[config.mk]
export PLATFORM = sky130hd
export DESIGN_NAME = pipe_stage_skid
export DESIGN_NICKNAME = d
export VERILOG_FILES = /design/src/rtl/pipe_pkg.sv /design/src/rtl/sat_counter.sv /design/src/rtl/pipe_stage_skid.sv
export SDC_FILE = /design/constraint.sdc
export NUM_CORES = 1
export LEC_CHECK = 0
export ABC_CLOCK_PERIOD_IN_PS = 3180
export BUFFER_PORTS_ARGS = -buffer_cell sky130_fd_sc_hd__clkbuf_2
export CAP_MARGIN = 10
export CORE_UTILIZATION = 50
export DETAILED_ROUTE_END_ITERATION = 8
export PLACE_DENSITY = 0.87
export REMOVE_ABC_BUFFERS = 1
export SETUP_SLACK_MARGIN = 0.2
export SYNTH_ARGS = -nofsm -noshare
export SYNTH_HDL_FRONTEND = slang
export SYNTH_SLANG_ARGS = --single-unit
[constraint.sdc]
create_clock -name clk_i -period 3.18 [get_ports clk_i]
set_clock_uncertainty 0.1 [all_clocks]
set_input_delay 0.318 -clock clk_i [delete_from_list [all_inputs] [get_ports clk_i]]
set_output_delay 0.318 -clock clk_i [all_outputs]
set_load 0.005 [all_outputs]
[src/rtl/pipe_pkg.sv]
`default_nettype none
// ============================================================================
// Module   : pipe_pkg
// Brief    : Shared encodings and constants for the generic pipeline stage.
// Revision : 1.0 - initial release
// ============================================================================
package pipe_pkg;

    // Stage state is the pair {main_v, skid_v}
    localparam logic [1:0] ST_EMPTY = 2'b00;
    localparam logic [1:0] ST_FULL  = 2'b10;
    localparam logic [1:0] ST_SKID  = 2'b11;

    // All-zero payload decodes as a NOP in every downstream stage
    localparam logic [63:0] PIPE_NOP = 64'h0;

    localparam int ADDR_LSB = 32;
    localparam int INST_LSB = 0;

endpackage
`default_nettype wire

[src/rtl/sat_counter.sv]
`default_nettype none
// ============================================================================
// Module   : sat_counter
// Brief    : Event counter that sticks at all-ones instead of wrapping.
// Revision : 1.0 - initial release
// ============================================================================
module sat_counter #(
    parameter int W = 16
) (
    input  logic         clk_i,
    input  logic         rst_i,
    input  logic         inc_i,
    output logic [W-1:0] cnt_o
);

    logic [W-1:0] r_cnt;

    always_ff @(posedge clk_i) begin
        if (rst_i) begin
            r_cnt <= '0;
        end else if (inc_i && (r_cnt != {W{1'b1}})) begin
            r_cnt <= r_cnt + W'(1);
        end
    end

    assign cnt_o = r_cnt;

endmodule
`default_nettype wire

[src/rtl/pipe_stage_skid.sv]
`default_nettype none
// ============================================================================
// Module   : pipe_stage_skid
// Brief    : Valid/ready pipeline register with optional 2-entry skid buffer,
//            hazard stall, flush and saturating stall/flush event counters.
// Revision : 1.0 - initial release
// ============================================================================
module pipe_stage_skid
    import pipe_pkg::*;
#(
    parameter int                DATA_W    = 64,
    parameter logic [DATA_W-1:0] RESET_VAL = DATA_W'(PIPE_NOP),
    parameter int                SKID      = 1,
    parameter int                CNT_W     = 16
) (
    input  logic              clk_i,
    input  logic              rst_i,
    input  logic              in_valid_i,
    output logic              in_ready_o,
    input  logic [DATA_W-1:0] in_data_i,
    output logic              out_valid_o,
    input  logic              out_ready_i,
    output logic [DATA_W-1:0] out_data_o,
    input  logic              stall_i,
    input  logic              flush_i,
    output logic [CNT_W-1:0]  stall_cnt_o,
    output logic [CNT_W-1:0]  flush_cnt_o
);

    logic [1:0]        r_state;
    logic [1:0]        w_state_nxt;
    logic [DATA_W-1:0] r_main_data;
    logic [DATA_W-1:0] r_skid_data;
    logic [DATA_W-1:0] w_main_nxt;
    logic [DATA_W-1:0] w_skid_nxt;
    logic              w_main_v;
    logic              w_skid_v;
    logic              w_in_ready;
    logic              w_out_valid;
    logic              w_accept;
    logic              w_xfer;

    assign w_main_v = r_state[1];
    assign w_skid_v = r_state[0];

    // Skid mode derives ready purely from registered state, cutting the
    // out_ready_i -> in_ready_o combinational path.
    if (SKID != 0) begin : g_skid_ready
        assign w_in_ready = ~w_skid_v & ~stall_i;
    end else begin : g_pass_ready
        assign w_in_ready = ~stall_i & (~w_main_v | out_ready_i);
    end

    always_ff @(posedge clk_i) begin
        if (rst_i) begin
            r_state     <= ST_EMPTY;
            r_main_data <= RESET_VAL;
            r_skid_data <= RESET_VAL;
        end else begin
            r_state     <= w_state_nxt;
            r_main_data <= w_main_nxt;
            r_skid_data <= w_skid_nxt;
        end
    end

    // With SKID=0 an accept in FULL always coincides with a transfer, so the
    // SKID state is never entered and one transition table serves both modes.
    always_comb begin
        w_state_nxt = r_state;
        w_main_nxt  = r_main_data;
        w_skid_nxt  = r_skid_data;
        if (flush_i) begin
            w_state_nxt = ST_EMPTY;
            w_main_nxt  = RESET_VAL;
            w_skid_nxt  = RESET_VAL;
        end else if (!stall_i) begin
            case (r_state)
                ST_EMPTY: begin
                    if (w_accept) begin
                        w_state_nxt = ST_FULL;
                        w_main_nxt  = in_data_i;
                    end
                end
                ST_FULL: begin
                    if (w_accept && !w_xfer) begin
                        w_state_nxt = ST_SKID;
                        w_skid_nxt  = in_data_i;
                    end else if (w_accept) begin
                        w_main_nxt  = in_data_i;
                    end else if (w_xfer) begin
                        w_state_nxt = ST_EMPTY;
                    end
                end
                ST_SKID: begin
                    if (w_xfer) begin
                        w_state_nxt = ST_FULL;
                        w_main_nxt  = r_skid_data;
                    end
                end
                default: w_state_nxt = ST_EMPTY;
            endcase
        end
    end

    always_comb begin
        w_out_valid = w_main_v & ~stall_i;
        w_accept    = in_valid_i & w_in_ready;
        w_xfer      = w_out_valid & out_ready_i & ~flush_i;
        in_ready_o  = w_in_ready;
        out_valid_o = w_out_valid;
        out_data_o  = r_main_data;
    end

    sat_counter #(
        .W (CNT_W)
    ) u_stall_cnt (
        .clk_i (clk_i),
        .rst_i (rst_i),
        .inc_i (stall_i & w_main_v),
        .cnt_o (stall_cnt_o)
    );

    sat_counter #(
        .W (CNT_W)
    ) u_flush_cnt (
        .clk_i (clk_i),
        .rst_i (rst_i),
        .inc_i (flush_i & (w_main_v | w_skid_v)),
        .cnt_o (flush_cnt_o)
    );

endmodule
`default_nettype wire

==> summary.txt <==
Worst setup path
  – CP delay by family, top: simple AND/OR/NAND/NOR gates
  – Slowest cell on the critical path: or4_4
  – Cells on worst reg2reg path: 6
  – CP cell instances: inv_1 -> ha_1 -> nand4b_1 -> or4_4 -> or4_1 -> a21oi_1
  – WP buf/inv: 1
  – Levels on crit path: 6
  – Flop-to-flop setup slack: 0.67 ns
  – Critical Path RT: 3.43 ns
  – Worst setup path category: flop to flop
  – CP endpoint kind: flop
  – Critical Path Start Type: flop
  – Critical Path Fanout Max: 9
  – Largest stage delay, worst path: 0.59 ns
  – Crit. Startpoint: r_state[1]$_SDFFE_PP0P_
  – CP arrival: 2.76 ns
  – Endpoint of the worst-slack reg-to-reg timing path: u_flush_cnt.cnt_o[13]$_SDFFE_PP0P_
  – R2R Path Start: r_state[1]$_SDFFE_PP0P_

Clock network
  – CTS clk-pin slew, worst paths: 0.07 ns
  – Clock sink count: 162
  – Worst-Skew Late Latency: 0.42 ns
  – Post CTS Setup Buffer Count: 0
  – CTS root buf: clkbuf_16
  – CTS Buffer Depth: 2
  – Hold-fix buffers, CTS: 0
  – H-tree Lvls: 4
  – Num CTS Buffers: 17
  – Post-CTS Resized: 0
  – CTS tree: built

Finish
  – Fill cells: 1197
  – # diodes: 0
  – Layout cells sized above 1: 23.0%
  – Area taken by multi-input logic gates: 0.00376 mm2
  – Layout area overhead: 21.4%
  – Nets@finish: 1068
  – Finished Layout Cells: 1185
  – FF+latch area: 0.00324 mm2

STA
  – Final worst slack: 0.666 ns
  – Hold WS: 0.0249 ns
  – Setup violators final: 0
  – Clock period minus worst slack: 2.51 ns
  – Worst-Margin Slew: 0.565 ns
  – RSZ-0062 raised after global routing: no
  – Rel. slew slack: 62.3%
  – Fmax: 0.398 GHz
  – Fin. Hold Viols: 0
  – Fin. max-slew vios: 0
  – Tcrit/Tclk final: 79.0%

Routing
  – Vias per inst: 5.50
  – DRT Wirelength: 16900 um
  – DR WL/cell: 14.2 um
  – Post-DRT Antenna Nets: 0
  – Via count: 6523
  – DR DRC count: 0
  – First-pass iteration count of the detailed router: 6
  – First-iteration detailed-routing DRC count: 523

Worst hold path
  – Min-delay worst type: input pin to flop
  – Hold Crit Depth: 3
  – Min-delay src: in_data_i[40]
  – WHS Endpoint: r_skid_data[40]$_SDFFE_PP0P_

Job
  – Max-Cap Viols: 0

Placed design
  – Placer Congestion: 0.835
  – Post-Place Setup Slack: 0.687 ns
  – I/O Buffers: 167
  – Post-DP HPWL: 10700 um
  – Placed Cells: 1153

Global route
  – First-pass GRT wire length: 27500 um
  – Gr ovfl total: 0
  – Total track usage: 23.0%
  – Initial antenna violation count: 0
  – Largest net degree at the start of global routing: 131
  – Number of global-route vias before repair: 5887

Pwr
  – VDD IR max: 314 uV
  – Leak pwr: 3.50 nW
  – Total chip power: 4.31 mW
  – Pwr/cell area: 489 mW/mm2

Synthesis
  – Most frequent cells after synthesis: 209 x nand2_1, 162 x dfxtp_1, 89 x a21oi_1, 66 x mux2i_1, 66 x nand2b_1
  – Syn_area_per_cell: 8.41 um2
  – Synth Instances: 863
  – Count leader, synth: nand2_1
  – Area share of the largest cell type after synthesis: 44.7%
  – Cell variety after synth: 39
  – FFs w/ async S/R, synth: 0%
  – Synth warnings: 0
  – Top cell type by total area after synthesis: dfxtp_1
  – Post-synth EDFFs: 0
  – Top post-synthesis cells by area: dfxtp_1 45%, nand2_1 11%, mux2i_1 9.1%
  – Sequential-to-total area share from yosys stat: 44.7%
  – Seq cells post-synth: 162
  – Synthesized cell area: 0.00726 mm2
  – Main synth FF type: dfxtp_1

Floorplan
  – Initial core utilization: 51.7%
  – Core area: 0.0140 mm2
  – Chip Width: 122 um
  – # IOs: 168
  – Total die area: 0.0150 mm2
  – Die height: 122 um
  – Num rows: 43

Run status
  – Status: completed
cell type report:
class / instances / area share, %
Clock inverter: 11 / 1.31
Clock buffer: 21 / 5.34
Inverter: 8 / 0.341
Sequential cell: 162 / 36.8
Multi-Input combinational cell: 626 / 42.7
Tap cell: 180 / 2.56
Timing Repair Buffer: 177 / 10.9
worst register-to-register path, cell delays in order (launching register included):
cell and delay, ns:
dfxtp_1 0.52, inv_1 0.14, ha_1 0.24, nand4b_1 0.22
or4_4 0.59, or4_1 0.49, a21oi_1 0.15
per-stage QoR:
step / util, % / instance area, um2 / TNS, ns
6_report: 62.7 / 8810 / 0
2_1_floorplan: - / 6990 / -306.76
3_3_place_gp: 58.6 / 8220 / 0
3_5_place_dp: 58.6 / 8220 / 0
5_1_grt: 62.7 / 8810 / 0
4_1_cts: 62.7 / 8810 / 0
power breakdown:
group	total [mW]	internal, mW	switching (mW)
clock	2.03	1.16	0.867
combinational	0.227	0.0936	0.133
sequential	2.06	2.04	0.0105
cells by family (layout without fill, tap and decap cells):
family / count (synthesis) / in the layout / synth area share [%]
DFF: 162 / 162 / 44.7
and+or+nand+nor: 360 / 360 / 23.7
AOI/OAI and AO/OA: 183 / 183 / 15.7
buffers and inverters: 75 / 217 / 4.07
muxes: 77 / 77 / 10.8
adders and majority gates: 6 / 6 / 1.03
flip-flops by register name, summed over array words and instances (netlist names):
| signal | cells |
|---|---|
| out_data_o | 64 |
| r_skid_data | 64 |
| u_flush_cnt.cnt_o | 16 |
| u_stall_cnt.cnt_o | 16 |
| r_state | 2 |
how the worst max path moves through the flow:
| stage | to | slack (ns) |
|---|---|---|
| final | u_flush_cnt.cnt_o[13]$_SDFFE_PP0P_ | 0.67 |
| after global placement | u_flush_cnt.cnt_o[13]$_SDFFE_PP0P_ | 0.78 |
| after floorplan | out_data_o[0]$_SDFFE_PP0P_ | -4.74 |
| after detailed placement | u_flush_cnt.cnt_o[13]$_SDFFE_PP0P_ | 0.69 |
| after global routing | u_flush_cnt.cnt_o[15]$_SDFFE_PP0P_ | 0.51 |
| after CTS | u_flush_cnt.cnt_o[13]$_SDFFE_PP0P_ | 0.69 |
layout by cell type, fill, tap and decap left out, types with 6 or more instances in the layout:
cell       instances
a21oi_1           89
buf_4              6
clkbuf_16         17
clkbuf_2         167
dfxtp_1          162
inv_1              8
mux2_2            11
mux2i_1           66
nand2_1          209
nand2b_1          66
nand3_1            9
nand4_1            8
nor2_1            15
nor2b_1           11
o211ai_1          64
o21ai_0            7
o31ai_1           10
or3_1              7
or4_1             12
per-layer routing:
layer	part of all wire, %	GRT usage (%)
met1	43	27.2
met2	49	40.2
met3	6.6	6.55
met4	0.93	6.33
met5	0	0
(Power assumes the default switching activity.)
